[src/rtl/mult_pkg.sv]
// Shared types and defaults for the sequential radix-2 Booth multiplier.
// Holds the FSM state encoding and the Booth recoding helper.
package mult_pkg;

  localparam int MULT_WIDTH = 32;
  localparam int MULT_CNT_W = 6;

  typedef enum logic [1:0] {
    IDLE = 2'd0,
    RUN  = 2'd1,
    DONE = 2'd2
  } state_t;

  typedef enum logic [1:0] {
    OP_NOP = 2'd0,
    OP_ADD = 2'd1,
    OP_SUB = 2'd2
  } booth_op_t;

  // Radix-2 Booth recoding of the current multiplier bit pair {Q[0], q_1}.
  function automatic booth_op_t booth_decode(input logic q0, input logic q_1);
    case ({q0, q_1})
      2'b10:   return OP_SUB;
      2'b01:   return OP_ADD;
      default: return OP_NOP;
    endcase
  endfunction

endpackage

[src/rtl/mult_booth_step.sv]
// One combinational Booth iteration: conditional add/subtract of M into acc,
// then arithmetic shift right of {acc, Q, q_1} by one bit.
module booth_step
  import mult_pkg::*;
#(
  parameter int WIDTH = MULT_WIDTH
) (
  input  logic [WIDTH:0]   acc_in,
  input  logic [WIDTH-1:0] q_in,
  input  logic             q_1_in,
  input  logic [WIDTH:0]   m_in,
  output logic [WIDTH:0]   acc_out,
  output logic [WIDTH-1:0] q_out,
  output logic             q_1_out
);

  booth_op_t      op;
  logic [WIDTH:0] sum;

  always_comb begin
    op = booth_decode(q_in[0], q_1_in);
    sum = acc_in;
    case (op)
      OP_ADD:  sum = acc_in + m_in;
      OP_SUB:  sum = acc_in - m_in;
      default: sum = acc_in;
    endcase
    // Sign bit of the (WIDTH+1)-bit accumulator is replicated on the shift.
    acc_out = {sum[WIDTH], sum[WIDTH:1]};
    q_out   = {sum[0], q_in[WIDTH-1:1]};
    q_1_out = q_in[0];
  end

endmodule

[src/rtl/mult_booth.sv]
// Sequential signed WIDTH x WIDTH multiplier, one Booth step per clock.
// Accepts in IDLE on control, publishes the product on Hi/Lo with a done pulse.
module mult_booth
  import mult_pkg::*;
#(
  parameter int WIDTH = MULT_WIDTH,
  parameter int CNT_W = MULT_CNT_W
) (
  input  logic             clk,
  input  logic             reset,
  input  logic             control,
  input  logic [WIDTH-1:0] A,
  input  logic [WIDTH-1:0] B,
  output logic [WIDTH-1:0] Hi,
  output logic [WIDTH-1:0] Lo,
  output logic             busy,
  output logic             done
);

  state_t           state_reg, state_next;
  logic [WIDTH:0]   acc_reg, acc_next;
  logic [WIDTH:0]   m_reg, m_next;
  logic [WIDTH-1:0] q_reg, q_next;
  logic             q_1_reg, q_1_next;
  logic [CNT_W-1:0] count_reg, count_next;
  logic [WIDTH-1:0] hi_reg, hi_next;
  logic [WIDTH-1:0] lo_reg, lo_next;
  logic             done_reg, done_next;

  logic [WIDTH:0]   step_acc;
  logic [WIDTH-1:0] step_q;
  logic             step_q_1;

  booth_step #(.WIDTH(WIDTH)) u_step (
    .acc_in (acc_reg),
    .q_in   (q_reg),
    .q_1_in (q_1_reg),
    .m_in   (m_reg),
    .acc_out(step_acc),
    .q_out  (step_q),
    .q_1_out(step_q_1)
  );

  always_comb begin
    state_next = state_reg;
    acc_next   = acc_reg;
    m_next     = m_reg;
    q_next     = q_reg;
    q_1_next   = q_1_reg;
    count_next = count_reg;
    hi_next    = hi_reg;
    lo_next    = lo_reg;
    done_next  = 1'b0;
    case (state_reg)
      IDLE: begin
        if (control) begin
          m_next     = {A[WIDTH-1], A};
          acc_next   = '0;
          q_next     = B;
          q_1_next   = 1'b0;
          count_next = '0;
          state_next = RUN;
        end
      end
      RUN: begin
        acc_next   = step_acc;
        q_next     = step_q;
        q_1_next   = step_q_1;
        count_next = count_reg + CNT_W'(1);
        if (count_reg == CNT_W'(WIDTH - 1)) state_next = DONE;
      end
      DONE: begin
        // acc[WIDTH] is only guard headroom; the product is {acc[WIDTH-1:0], Q}.
        hi_next    = acc_reg[WIDTH-1:0];
        lo_next    = q_reg;
        done_next  = 1'b1;
        state_next = IDLE;
      end
      default: state_next = IDLE;
    endcase
  end

  always_ff @(posedge clk) begin
    if (!reset) begin
      state_reg <= IDLE;
      acc_reg   <= '0;
      m_reg     <= '0;
      q_reg     <= '0;
      q_1_reg   <= 1'b0;
      count_reg <= '0;
      hi_reg    <= '0;
      lo_reg    <= '0;
      done_reg  <= 1'b0;
    end else begin
      state_reg <= state_next;
      acc_reg   <= acc_next;
      m_reg     <= m_next;
      q_reg     <= q_next;
      q_1_reg   <= q_1_next;
      count_reg <= count_next;
      hi_reg    <= hi_next;
      lo_reg    <= lo_next;
      done_reg  <= done_next;
    end
  end

  assign Hi   = hi_reg;
  assign Lo   = lo_reg;
  assign done = done_reg;
  assign busy = (state_reg != IDLE);

endmodule

[config.mk]
export PLATFORM = sky130hd
export DESIGN_NAME = mult_booth
export DESIGN_NICKNAME = d
export VERILOG_FILES = /design/src/rtl/mult_pkg.sv /design/src/rtl/mult_booth_step.sv /design/src/rtl/mult_booth.sv
export SDC_FILE = /design/constraint.sdc
export NUM_CORES = 1
export LEC_CHECK = 0
export CAP_MARGIN = 5
export CORE_MARGIN = 4
export CORE_UTILIZATION = 49
export CTS_CLUSTER_DIAMETER = 40
export DETAILED_ROUTE_END_ITERATION = 10
export HOLD_SLACK_MARGIN = 0.1
export MAX_ROUTING_LAYER = met4
export PLACE_DENSITY_LB_ADDON = 0.25
export SKIP_CTS_REPAIR_TIMING = 1
export SLEW_MARGIN = 40
export SYNTH_ARGS = -nofsm -noshare
export SYNTH_HDL_FRONTEND = slang
export SYNTH_SLANG_ARGS = --single-unit
export TNS_END_PERCENT = 10
[constraint.sdc]
create_clock -name clk -period 3.5 [get_ports clk]
set_input_delay 0.525 -clock clk [delete_from_list [all_inputs] [get_ports clk]]
set_output_delay 0.525 -clock clk [all_outputs]
set_load 0.005 [all_outputs]
==> run metrics, run 1 <==
first-pass GRT wire length=41600 µm; Max Cap Viol=0; Pwr per Cell Area=451 nW/µm²; Static Leak=4.47 nW; worst-path cell chain=or3_4 > nor4_4 > nand2b_1 > buf_4 > buf_4 > nor3_4 > and3b_1 > nor2_1 > xnor2_1 > ha_1 > and3_4 > nand2_1 > a311oi_2 > nor4_2 > o31a_1 > o31a_1 > mux2i_1 > mux2i_1; crit path capture type=register; Ys Warns=0; worst clock skew=12.7 ps; critical path's slowest cell=or3_4; Initial Util=0.501; crit-path max cell delay=420 ps; Die Width=141 µm; Mean Syn Cell Area=7.68 µm²; Worst slew margin=0.498; RSZ-0062 raised after global routing=yes; worst path arrival time=4170 ps; total power=5.24 mW; fmax=263 MHz; Req. time, crit path=3870 ps; Layout fillers=1516; Core Region=17300 µm²; syn_nets=1231; RR Endpoint=acc_reg[31]$_SDFFE_PN0P_; TritonCTS clock tree=done; Clk Latency, worst-skew pair=430 ps; DP HPWL=18400 µm; post-synthesis mux area share=0.00823; Setup CP Type=register to register; fin. max-slew vios=0; Routed WL per cell=16.7 µm; Setup WS post-layout=-303 ps; CTS sink cnt=170; Peak supply drop=0.367 mV; commonest non-fill, non-tap cells in the layout=nand2_1, dfxtp_1, a21oi_1; Root Buffer Master=clkbuf_16; Die ar.=19900 µm²; Mapped Area=8670 µm²; ant diodes=0; number of global-route vias before repair=8369; I/O pin cnt=133; Worst Hold Path EP=Lo[29]$_SDFFE_PN0P_; HP Start=Lo[29]$_SDFFE_PN0P_; period utilization=1.09; critical path peak fanout=4; TNS Setup=-1630 ps; slew of the pin with the lowest slew margin=753 ps; final setup fails=13; flop2flop setup slack=-300 ps; # port buffers=132; Synth Flop Type=dfxtp_1; initial antenna violation count=0; FF-to-FF Start=m_reg[5]$_SDFFE_PN0P_; post-synthesis sequential area ratio=0.393; Post-Synth XOR/XNOR Area=0.0485; Hold Vio Cnt, Final=0; EDFF count, synth=0; DR pass1 iterations=5; H-tree Lvls=4; largest net degree at the start of global routing=71; Synth Register Bits=170; maximum buffer depth of the clock tree=2; gr ovfl total=0; Synth Area in Adders=0.0528; CP Launch Type=register; final wirelength=26100 µm; CTS buffer count=17; Worst Hold Class=register to register; ys async rst share=0; clk slew on worst S/H paths=70 ps; Core Rows=48; area grow syn2layout=34.0%; antenna viol nets, final=0; Compound-Gate Fraction of Synth Area=0.233; post-synth cell types=61; simple-gate share of the synthesized area=0.222; violated checks=setup timing; status=finished, violations left; GRT Overall Usage=0.263; Syn Inst Count=1128; most common cell after layout, fill and taps aside=nand2_1; die height=141 µm; layout cell share with drive strength beyond 1=0.141; Avg Vias per Cell=5.60; Final nets=1428; initial DRC count=682; GP Congestion=0.972; via count=8746; hold path depth=2; DRC viols=0; post-layout min period=3800 ps; largest family of logic cells by synthesized area=compound AO/OA/AOI/OAI gates; Worst Reg-to-Reg Cells=18
==> synth_stat cells (4+ instances only) <==
cell type / number / area (µm²)
o22ai_1: 7 / 43.8
o21ai_0: 19 / 95.1
xor2_1: 9 / 78.8
o21ai_1: 6 / 30.0
a211oi_1: 6 / 45.0
a21oi_1: 158 / 791
o21bai_1: 4 / 30.0
a311oi_1: 4 / 35.0
nor2b_1: 6 / 37.5
buf_1: 10 / 37.5
and3_1: 5 / 31.3
a22oi_1: 19 / 143
dfxtp_1: 170 / 3400
ha_1: 35 / 438
a31oi_1: 8 / 50.1
o221ai_1: 24 / 210
nor3_1: 13 / 65.1
a21o_1: 16 / 120
xnor2_1: 39 / 342
clkbuf_1: 60 / 225
nor4_1: 10 / 62.6
and2_1: 5 / 31.3
nor2_1: 117 / 439
nand2_1: 240 / 901
nand3_1: 21 / 105
a21boi_0: 9 / 67.6
nand4_1: 4 / 25.0
o21a_1: 7 / 52.6
mux2i_1: 6 / 60.1
nand2b_1: 8 / 50.1
a222oi_1: 11 / 110
inv_1: 24 / 90.1
==> layer usage <==
metal  track usage  up-vias  share of wire
li1              -     4342              -
met1         0.344     4136           0.46
met2         0.426      236           0.47
met3        0.0400       32          0.050
met4        0.0739        0          0.015
met5             -        -              0
==> cell families after synthesis <==
kind of cell / count (synthesis)
AO/OA/AOI/OAI: 319
XOR/XNOR: 48
adder cells (fa/ha/maj): 36
buffers and inverters: 97
flip-flops: 170
multiplexers: 7
AND/OR/NAND/NOR: 451
==> worst max-delay path, delay by kind of cell, from the launching register on <==
kind,cells,cell delay (ps)
AND/OR/NAND/NOR,9,1440
AO/OA/AOI/OAI,3,860
multiplexers,2,370
adder cells (fa/ha/maj),1,320
buffers and inverters,2,310
flip-flops,1,310
XOR/XNOR,1,140
==> area by class of cell <==
class	instances	area, µm²	area share
inverter	26	100	0.00862
sequential	170	3400	0.293
clock buffer	21	460	0.0397
clock inverter	10	83.8	0.00722
multi-input combinational	861	5080	0.438
tap	225	282	0.0242
timing repair buffer	249	2200	0.189
==> power by group <==
| group | switching, mW | leakage [nW] | internal (mW) |
|---|---|---|---|
| logic | 0.715 | 2.82 | 0.629 |
| registers | 0.0741 | 1.38 | 2.01 |
| clock network | 0.854 | 0.269 | 0.961 |
==> how the worst max path moves through the flow <==
stage / start / to / slack (ps) / cells past startpoint
4_1_cts: m_reg[5]$_SDFFE_PN0P_ / acc_reg[31]$_SDFFE_PN0P_ / -310 / 16
3_5_place_dp: m_reg[5]$_SDFFE_PN0P_ / acc_reg[31]$_SDFFE_PN0P_ / -280 / 16
6_report: m_reg[5]$_SDFFE_PN0P_ / acc_reg[31]$_SDFFE_PN0P_ / -300 / 18
5_1_grt: m_reg[5]$_SDFFE_PN0P_ / acc_reg[31]$_SDFFE_PN0P_ / -530 / 16
3_3_place_gp: m_reg[5]$_SDFFE_PN0P_ / acc_reg[31]$_SDFFE_PN0P_ / -150 / 16
2_1_floorplan: m_reg[5]$_SDFFE_PN0P_ / acc_reg[31]$_SDFFE_PN0P_ / -70 / 14
==> through the flow <==
| step | utilization | setup WS, ps | cells | area, µm² | hold WS (ps) |
|---|---|---|---|---|---|
| after floorplan | - | -67.2 | 1128 | 8710 | 444 |
| after global placement | 0.632 | -153 | 1529 | 10900 | 440 |
| after detailed placement | 0.632 | -275 | 1529 | 10900 | 446 |
| after CTS | 0.663 | -312 | 1560 | 11500 | 455 |
| after global routing | 0.671 | -527 | 1562 | 11600 | 472 |
| final | 0.671 | -303 | 1562 | 11600 | 454 |
Note: power is estimated with default switching activity, not from simulation.
==> run 2: changes to the inputs <==
--- a/config.mk
+++ b/config.mk
@@ -6,6 +6,7 @@
 export NUM_CORES = 1
 export LEC_CHECK = 0
 export CAP_MARGIN = 5
+export CORE_ASPECT_RATIO = 0.9
 export CORE_MARGIN = 4
 export CORE_UTILIZATION = 49
 export CTS_CLUSTER_DIAMETER = 40
==> run 2 against run 1 <==
The flow still finishes with violations (setup timing). Highest routed layer unchanged. Worst setup slack better by 28 ps. Power up 5.5%. Critical endpoint unchanged. Clock-buffer cell count down 2.
==> run metrics, run 2 (synthesis gave the netlist of run 1 again) <==
Final nets=1424; Design Area, Final=11700 µm²; WHS=453 ps; Final Util=0.684; Core Rows=45; status=finished, violations left; Peak supply drop=0.364 mV; hold path depth=2; Setup CP Type=register to register; I/O pin cnt=133; clk slew on worst S/H paths=70 ps; area grow syn2layout=35.1%; maximum buffer depth of the clock tree=2; first-pass GRT wire length=41100 µm; initial DRC count=766; Initial Util=0.506; # port buffers=132; final setup fails=14; Worst slew margin=0.461; delay-heaviest family, CP=simple AND/OR/NAND/NOR gates; Max Cap Viol=0; Core Region=17100 µm²; commonest non-fill, non-tap cells in the layout=nand2_1, dfxtp_1, a21oi_1; Root Buffer Master=clkbuf_16; period utilization=1.08; CTS sink cnt=170; HP Start=Hi[20]$_SDFFE_PN0P_; GRT Overall Usage=0.260; RSZ-0062 raised after global routing=yes; DP HPWL=18100 µm; number of global-route vias before repair=8157; clock group share of total power=0.374; antenna viol nets, final=0; final wirelength=25900 µm; switching share of power=0.300; DR pass1 iterations=6; violated checks=setup timing; fin. max-slew vios=0; layout cell share with drive strength beyond 1=0.143; TritonCTS clock tree=done; Req. time, crit path=3860 ps; Die Width=148 µm; worst clock skew=7.49 ps; post-layout min period=3780 ps; worst path arrival time=4140 ps; Worst Hold Class=register to register; CP bufs+invs=1; Clk Latency, worst-skew pair=430 ps; Die ar.=19900 µm²; Hold Vio Cnt, Final=0; Flop pwr share=0.377; Worst Hold Path EP=Hi[20]$_SDFFE_PN0P_; FF-to-FF Start=m_reg[5]$_SDFFE_PN0P_; total power=5.53 mW; fmax=265 MHz; largest net degree at the start of global routing=65; Setup WS post-layout=-275 ps; Static Leak=4.49 nW; initial antenna violation count=0; Switch Pwr=1.66 mW; Worst Reg-to-Reg Cells=17; CP Launch Type=register; gr ovfl total=0; ant diodes=0; P_int=3.87 mW; Pwr per Cell Area=472 nW/µm²; CTS buffer count=17; DP Area=10900 µm²; crit path capture type=register; Routed WL per cell=16.5 µm; Avg Vias per Cell=5.59; slew of the pin with the lowest slew margin=807 ps; H-tree Lvls=4; most common cell after layout, fill and taps aside=nand2_1; RR Endpoint=acc_reg[31]$_SDFFE_PN0P_; DRC viols=0; GP Congestion=0.994; critical path's slowest cell=or3_4; via count=8770; worst-path cell chain=or3_4 > nor4_4 > nand2b_4 > buf_4 > nor3_2 > and3b_1 > nor2_1 > xnor2_1 > ha_1 > and3_4 > nand2_1 > a311oi_2 > nor4_2 > o31a_1 > o31a_1 > mux2i_1 > mux2i_1; Comb pwr share=0.249; flop2flop setup slack=-280 ps; critical path peak fanout=5; crit-path max cell delay=420 ps; die height=134 µm
[run 2: per-layer routing]
layer,share of wire,vias up,track usage,routed length [µm]
met4,0.011,0,0.0544,276
met3,0.051,26,0.0436,1310
met2,0.47,275,0.420,12100
met1,0.47,4122,0.345,12200
li1,-,4347,-,-
met5,0,-,-,0
[run 2: cell type report]
type / instances / area (µm²)
Timing Repair Buffer: 245 / 2170
Fill cell: 1479 / 5410
Sequential cell: 170 / 3400
Multi-Input combinational cell: 861 / 5100
Tap cell: 235 / 294
Inverter: 26 / 100
Clock inverter: 13 / 210
Clock buffer: 19 / 433
[run 2: how the worst max path moves through the flow]
stage / start / end / cells past startpoint
2_1_floorplan: m_reg[5]$_SDFFE_PN0P_ / acc_reg[31]$_SDFFE_PN0P_ / 14
3_3_place_gp: m_reg[5]$_SDFFE_PN0P_ / acc_reg[30]$_SDFFE_PN0P_ / 15
3_5_place_dp: m_reg[5]$_SDFFE_PN0P_ / acc_reg[31]$_SDFFE_PN0P_ / 16
4_1_cts: m_reg[5]$_SDFFE_PN0P_ / acc_reg[31]$_SDFFE_PN0P_ / 16
5_1_grt: m_reg[5]$_SDFFE_PN0P_ / acc_reg[31]$_SDFFE_PN0P_ / 17
6_report: m_reg[5]$_SDFFE_PN0P_ / acc_reg[31]$_SDFFE_PN0P_ / 17
[run 2: power by group through the flow]
stage                     logic [mW]  registers, mW  clock network (mW)
after detailed placement        1.29           2.13                   0
after CTS                       1.31           2.08                2.09
after global placement          1.27           2.12                   0
after global routing            1.50           2.09                2.17
final                           1.38           2.09                2.07
after floorplan                0.783           2.11                   0
[run 2: stage by stage]
stage               cells  TNS [ps]  setup WS [ps]
global placement     1532      -801           -145
global route         1569     -4670           -424
floorplan            1128     -67.2          -67.2
CTS                  1564     -3940           -339
finish               1569     -1750           -275
detailed placement   1532     -2050           -238
[run 2: worst register-to-register path: cells and delay by family (launching register included)]
family | cells | cell delay [ps]
adders and majority gates | 1 | 300
DFF | 1 | 320
AOI/OAI and AO/OA | 3 | 870
and+or+nand+nor | 9 | 1570
xor gates and xnor gates | 1 | 130
buffers and inverters | 1 | 160
muxes | 2 | 360
==> run 3: changes to the inputs <==
--- a/config.mk
+++ b/config.mk
@@ -7,7 +7,7 @@
 export LEC_CHECK = 0
 export CAP_MARGIN = 5
 export CORE_ASPECT_RATIO = 0.9
-export CORE_MARGIN = 4
+export CORE_MARGIN = 2
 export CORE_UTILIZATION = 49
 export CTS_CLUSTER_DIAMETER = 40
 export DETAILED_ROUTE_END_ITERATION = 10
==> run 3 against run 2 <==
The run still ends with setup timing left. Routed wire length shrank 1.6%. Sequential share of layout area is essentially flat. Sequential power is essentially flat. Clock-buffer cell count shrank 1. Largest power group unchanged. Largest cell class unchanged. Design area is essentially flat. Power shrank 0.73%. Non-clock buffer count shrank 5. Clock power is essentially flat.
==> run metrics, run 3 (synthesis gave the netlist of run 1 again) <==
clock group share of total power=0.378; period utilization=1.08; Comb pwr share=0.242; Flop pwr share=0.379; most common cell after layout, fill and taps aside=nand2_1; final setup fails=14; antenna viol nets, final=0; Core Rows=46; number of global-route vias before repair=8280; initial DRC count=777; P_int=3.85 mW; Static Leak=4.48 nW; Max Cap Viol=0; Hold Vio Cnt, Final=0; TritonCTS clock tree=done; DP HPWL=18100 µm; total power=5.49 mW; switching share of power=0.299; Worst slew margin=0.477; Req. time, crit path=3860 ps; DP Area=10900 µm²; final wirelength=25500 µm; Die ar.=18800 µm²; Avg Vias per Cell=5.60; DRC viols=0; initial antenna violation count=0; first-pass GRT wire length=40900 µm; fmax=264 MHz; largest net degree at the start of global routing=70; Peak supply drop=0.367 mV; maximum buffer depth of the clock tree=2; Pwr per Cell Area=469 nW/µm²; Cells after DPL=1534; worst clock skew=10.0 ps; TNS Setup=-1150 ps; I/O pin cnt=133; Worst Hold Class=register to register; Clk Latency, worst-skew pair=430 ps; GRT Overall Usage=0.279; WHS=453 ps; die height=130 µm; Setup WS post-layout=-284 ps; GP Congestion=0.953; via count=8782; CP Launch Type=register; RSZ-0062 raised after global routing=yes; violated checks=setup timing; post-layout min period=3780 ps; clk slew on worst S/H paths=70 ps; CTS buffer count=17; critical path peak fanout=5; DR pass1 iterations=6; Design Area, Final=11700 µm²; ant diodes=0; Final nets=1419; Core Region=17500 µm²; Root Buffer Master=clkbuf_16; commonest non-fill, non-tap cells in the layout=nand2_1, dfxtp_1, a21oi_1; Die Width=144 µm; Setup CP Type=register to register; H-tree Lvls=4; # port buffers=132; gr ovfl total=0; crit path capture type=register; fin. max-slew vios=0; Routed WL per cell=16.3 µm; fin cells=1568; Initial Util=0.495; Switch Pwr=1.64 mW; CTS sink cnt=170; status=finished, violations left; worst path arrival time=4140 ps; layout cell share with drive strength beyond 1=0.141; area grow syn2layout=35.1%; slew of the pin with the lowest slew margin=783 ps
==> run 3: cell types whose count changed in the layout (fill, tap and decap cells not counted), moves of 2 or more <==
| cell | before | now |
|---|---|---|
| a31oi_1 | 7 | 5 |
| a31oi_4 | 0 | 2 |
| buf_4 | 113 | 108 |
| clkbuf_1 | 2 | 0 |
| ha_1 | 33 | 35 |
| nor4_2 | 2 | 4 |
==> run 3: worst paths after layout <==
| path | start | endpoint | slack [ps] | cells past startpoint |
|---|---|---|---|---|
| worst max-delay path | m_reg[5]$_SDFFE_PN0P_ | acc_reg[31]$_SDFFE_PN0P_ | -280 | 16 |
| worst max register to register | m_reg[5]$_SDFFE_PN0P_ | acc_reg[31]$_SDFFE_PN0P_ | -280 | 16 |
| worst min register to register | Hi[21]$_SDFFE_PN0P_ | Hi[21]$_SDFFE_PN0P_ | 450 | 2 |
| worst min-delay path | Hi[21]$_SDFFE_PN0P_ | Hi[21]$_SDFFE_PN0P_ | 450 | 2 |
==> run 3: power by group through the flow <==
stage	Clock [mW]	Combinational, mW	Sequential [mW]
after floorplan	0	0.783	2.11
after global routing	2.18	1.45	2.09
after global placement	0	1.23	2.12
after detailed placement	0	1.25	2.12
final	2.08	1.33	2.08
after CTS	2.11	1.26	2.08
==> run 3: cell type report <==
cell class,instances,area (µm²)
inverter,26,100
timing repair buffer,240,2130
clock inverter,13,208
clock buffer,18,439
fill,1560,5790
tap,240,300
multi-input combinational,861,5130
sequential,170,3400
==> run 3: routing by layer <==
metal  global-route usage  wire, µm  vias up
li1                     -         -     4336
met1                0.372     11500     4119
met2                0.446     12000      293
met3               0.0437      1600       34
met4               0.0708       416        0
met5                    -         0        -
==> run 3: worst max-delay path, stage by stage, from the launching register on <==
cell	delay, ps
dfxtp_2	320
or3_4	420
nor4_4	300
nand2b_4	130
nor4_2	140
nor2_1	80
xnor2_1	130
ha_1	300
and3_4	200
nand2_2	50
nand4b_1	230
a311oi_2	340
nor4_2	90
o31a_1	320
o31a_1	270
mux2i_1	200
mux2i_1	190
==> run 3: metrics by stage <==
step           setup WS [ps]  utilization
6_report                -284        0.669
2_1_floorplan          -67.2            -
3_5_place_dp            -348        0.621
4_1_cts                 -373        0.658
5_1_grt                 -523        0.669
3_3_place_gp            -143        0.621
==> patch (settings of run 3) <==
The 3 states of `state_t` get a one-hot encoding in 3 bits.
--- a/src/rtl/mult_pkg.sv
+++ b/src/rtl/mult_pkg.sv
@@ -5,10 +5,10 @@
   localparam int MULT_WIDTH = 32;
   localparam int MULT_CNT_W = 6;
 
-  typedef enum logic [1:0] {
-    IDLE = 2'd0,
-    RUN  = 2'd1,
-    DONE = 2'd2
+  typedef enum logic [2:0] {
+    IDLE = 3'b001,
+    RUN  = 3'b010,
+    DONE = 3'b100
   } state_t;
 
   typedef enum logic [1:0] {
Function: no difference found for any inputs over 10 cycles, from zero or initial values and one cycle with reset low; not proved beyond that.
==> patch against run 3 <==
The flow still finishes with violations (setup timing). Routed wire length fell by 6.8%. Worst hold slack improved by 0.00050 ns. Total power fell by 0.70%. Sequential cell count rose by 1. Setup slack got worse by 0.10 ns. Cell area fell by 0.88%. Area after synthesis rose by 0.35%. Critical path depth rose by 1.
==> patch: results (changes against run 3) <==
Placed design
  – Placement Cell Area: 10900 µm² (+0.22%)
  – Inst Count DP: 1549 (+0.98%)
  – Input/output buffers: 132 (unchanged)
  – RePlAce Congestion: 0.9271 (-2.7%)
  – Pre-CTS setup slack: -0.4163 ns (-0.06811 ns)
  – HPWL Detailed: 17110 µm (-5.2%)

STA
  – Setup tns final: -1.660 ns (-0.5085 ns)
  – Setup Skew: 0.007896 ns (-0.002138 ns)
  – Final hold violation count: 0 (unchanged)
  – Relative slew slack: 48.39% (+0.74 points)
  – Final Setup Violations: 12 (-2)
  – Worst setup margin: -0.3888 ns (-0.1044 ns)

Global routing
  – Initial antenna violation count: 0 (unchanged)
  – Vias in the first global route: 7778 (-6.1%)
  – First-pass GRT wire length: 38030 µm (-7.0%)
  – All-Layer GR Usage: 25.76% (-2.1 points)
  – Largest net degree at the start of global routing: 53 (-24%)

Synth
  – Mapped Avg Cell Area: 7.581 µm² (-1.3%)
  – Synthesized netlist net count: 1250 (+1.5%)
  – Ys flop type: dfxtp_1
  – List of most frequent post-synthesis cells: nand2_1 (250), a21oi_1 (184), dfxtp_1 (171)
  – Main area contributors after synthesis: dfxtp_1 (39%), nand2_1 (11%), a21oi_1 (11%)
  – YS warnings: 0 (unchanged)
  – Cell variety after synth: 59 (-3.3%)
  – Post-synthesis sequential area ratio: 39.37% (+0.095 points)
  – Post-synth ARST share: 0% (unchanged)

Pwr
  – Int Pwr: 3808 µW (-1.1%)
  – Max VDD drop: 0.3062 mV (-17%)
  – LEAKAGE: 0.004398 µW (-1.8%)

Outcome
  – Violated checks: setup timing
  – Run status: finished with violations

Clock tree
  – CTS Buf Count: 17 (unchanged)
  – CTS Buffer Depth: 2 (unchanged)
  – CTS H-tree depth: 4 (unchanged)
  – Clock latency at the later pin of the worst-skew pair: 0.43 ns (about the same)
  – Clock root buffer: clkbuf_16
  – Reg clk slew, reported paths: 0.07 ns (about the same)

Finish
  – Diode count: 0 (unchanged)
  – Fin nets: 1431 (+0.85%)
  – Ratio of cells with drive above 1 in the final layout: 13.21% (-0.87 points)

Route
  – Wirelength, routed: 23750 µm (-6.8%)
  – Drt first pass iters: 5 (-1)
  – Avg Vias per Cell: 5.401 (-3.6%)
  – Wire per inst: 15.03 µm (-7.5%)
  – DRT iter0 DRCs: 781 (+0.51%)

Critical path
  – Delay of the slowest cell on the worst path: 0.55 ns (+0.13 ns)
  – Slowest CP cell: or4_4
  – Crit-path max FO: 3 (-2)
  – CP Data Arrival Time: 4.21 ns (+0.07 ns)

Min path
  – Hold WC Path Type: reg -> reg
[patch: changes by cell type after synthesis, moves of 9 or more]
cell | before | now
nor3_1 | 13 | 39
a222oi_1 | 11 | 0
a21oi_1 | 158 | 184
nand3_1 | 21 | 12
nor2_1 | 117 | 86
o221ai_1 | 24 | 1
o22ai_1 | 7 | 29
o21ai_0 | 19 | 43
nand2_1 | 240 | 250
[patch: worst max-delay path: cells and delay by family (launching register included)]
family / cells / cell delay [ns]
and+or+nand+nor: 8 / 2.00
AOI/OAI and AO/OA: 5 / 0.76
DFF: 1 / 0.32
adders and majority gates: 1 / 0.29
xor gates and xnor gates: 2 / 0.28
buffers and inverters: 1 / 0.13
[patch: power by group through the flow]
stage	logic [µW]	clock network, µW	registers [µW]
after global placement	1310	0	2130
after global routing	1510	2090	2100
final	1370	1990	2090
after CTS	1330	2020	2090
after detailed placement	1320	0	2130
after floorplan	841	0	2120
[patch: per-stage QoR]
stage | hold slack, ns | util [%]
after floorplan | 0.4371 | -
after global placement | 0.4413 | 62.29
after detailed placement | 0.4459 | 62.29
after CTS | 0.4555 | 65.85
after global routing | 0.4685 | 66.34
final | 0.4539 | 66.34
[patch: final cells by class]
type                            count  area (µm²)
Multi-Input combinational cell    881        5010
Clock inverter                     14       197.7
Clock buffer                       17       425.4
Sequential cell                   171        3426
Tap cell                          240       300.3
Timing Repair Buffer              240        2182
Inverter                           17       66.31
Fill cell                        1602        5889
[patch: per-layer routing]
metal  vias to the layer above  routed length, µm  part of all wire, %  global-route usage, %
li1                       4347                  -                    -                      -
met1                      3902              11590                   49                  37.21
met2                       269              10190                   43                  37.39
met3                        15               1706                  7.2                  5.102
met4                         0                264                  1.1                  5.654
met5                         -                  0                    0                      -
[patch: cell families after synthesis]
kind of cell | Yosys count | share of synthesized area, %
and+or+nand+nor | 443 | 22.33
AOI/OAI and AO/OA | 337 | 22.17
DFF | 171 | 39.37
buffers and inverters | 95 | 4.216
xor gates and xnor gates | 58 | 5.842
adders and majority gates | 36 | 5.266
muxes | 7 | 0.8058
[patch: worst paths after layout]
check                         from                        to  slack (ns)  depth (start not counted)
max          m_reg[8]$_SDFFE_PN0P_  acc_reg[31]$_SDFFE_PN0P_       -0.39                         17
min            Lo[29]$_SDFFE_PN0P_       Lo[29]$_SDFFE_PN0P_        0.45                          2
max reg2reg  m_reg[8]$_SDFFE_PN0P_  acc_reg[31]$_SDFFE_PN0P_       -0.39                         17
min reg2reg    Lo[29]$_SDFFE_PN0P_       Lo[29]$_SDFFE_PN0P_        0.45                          2
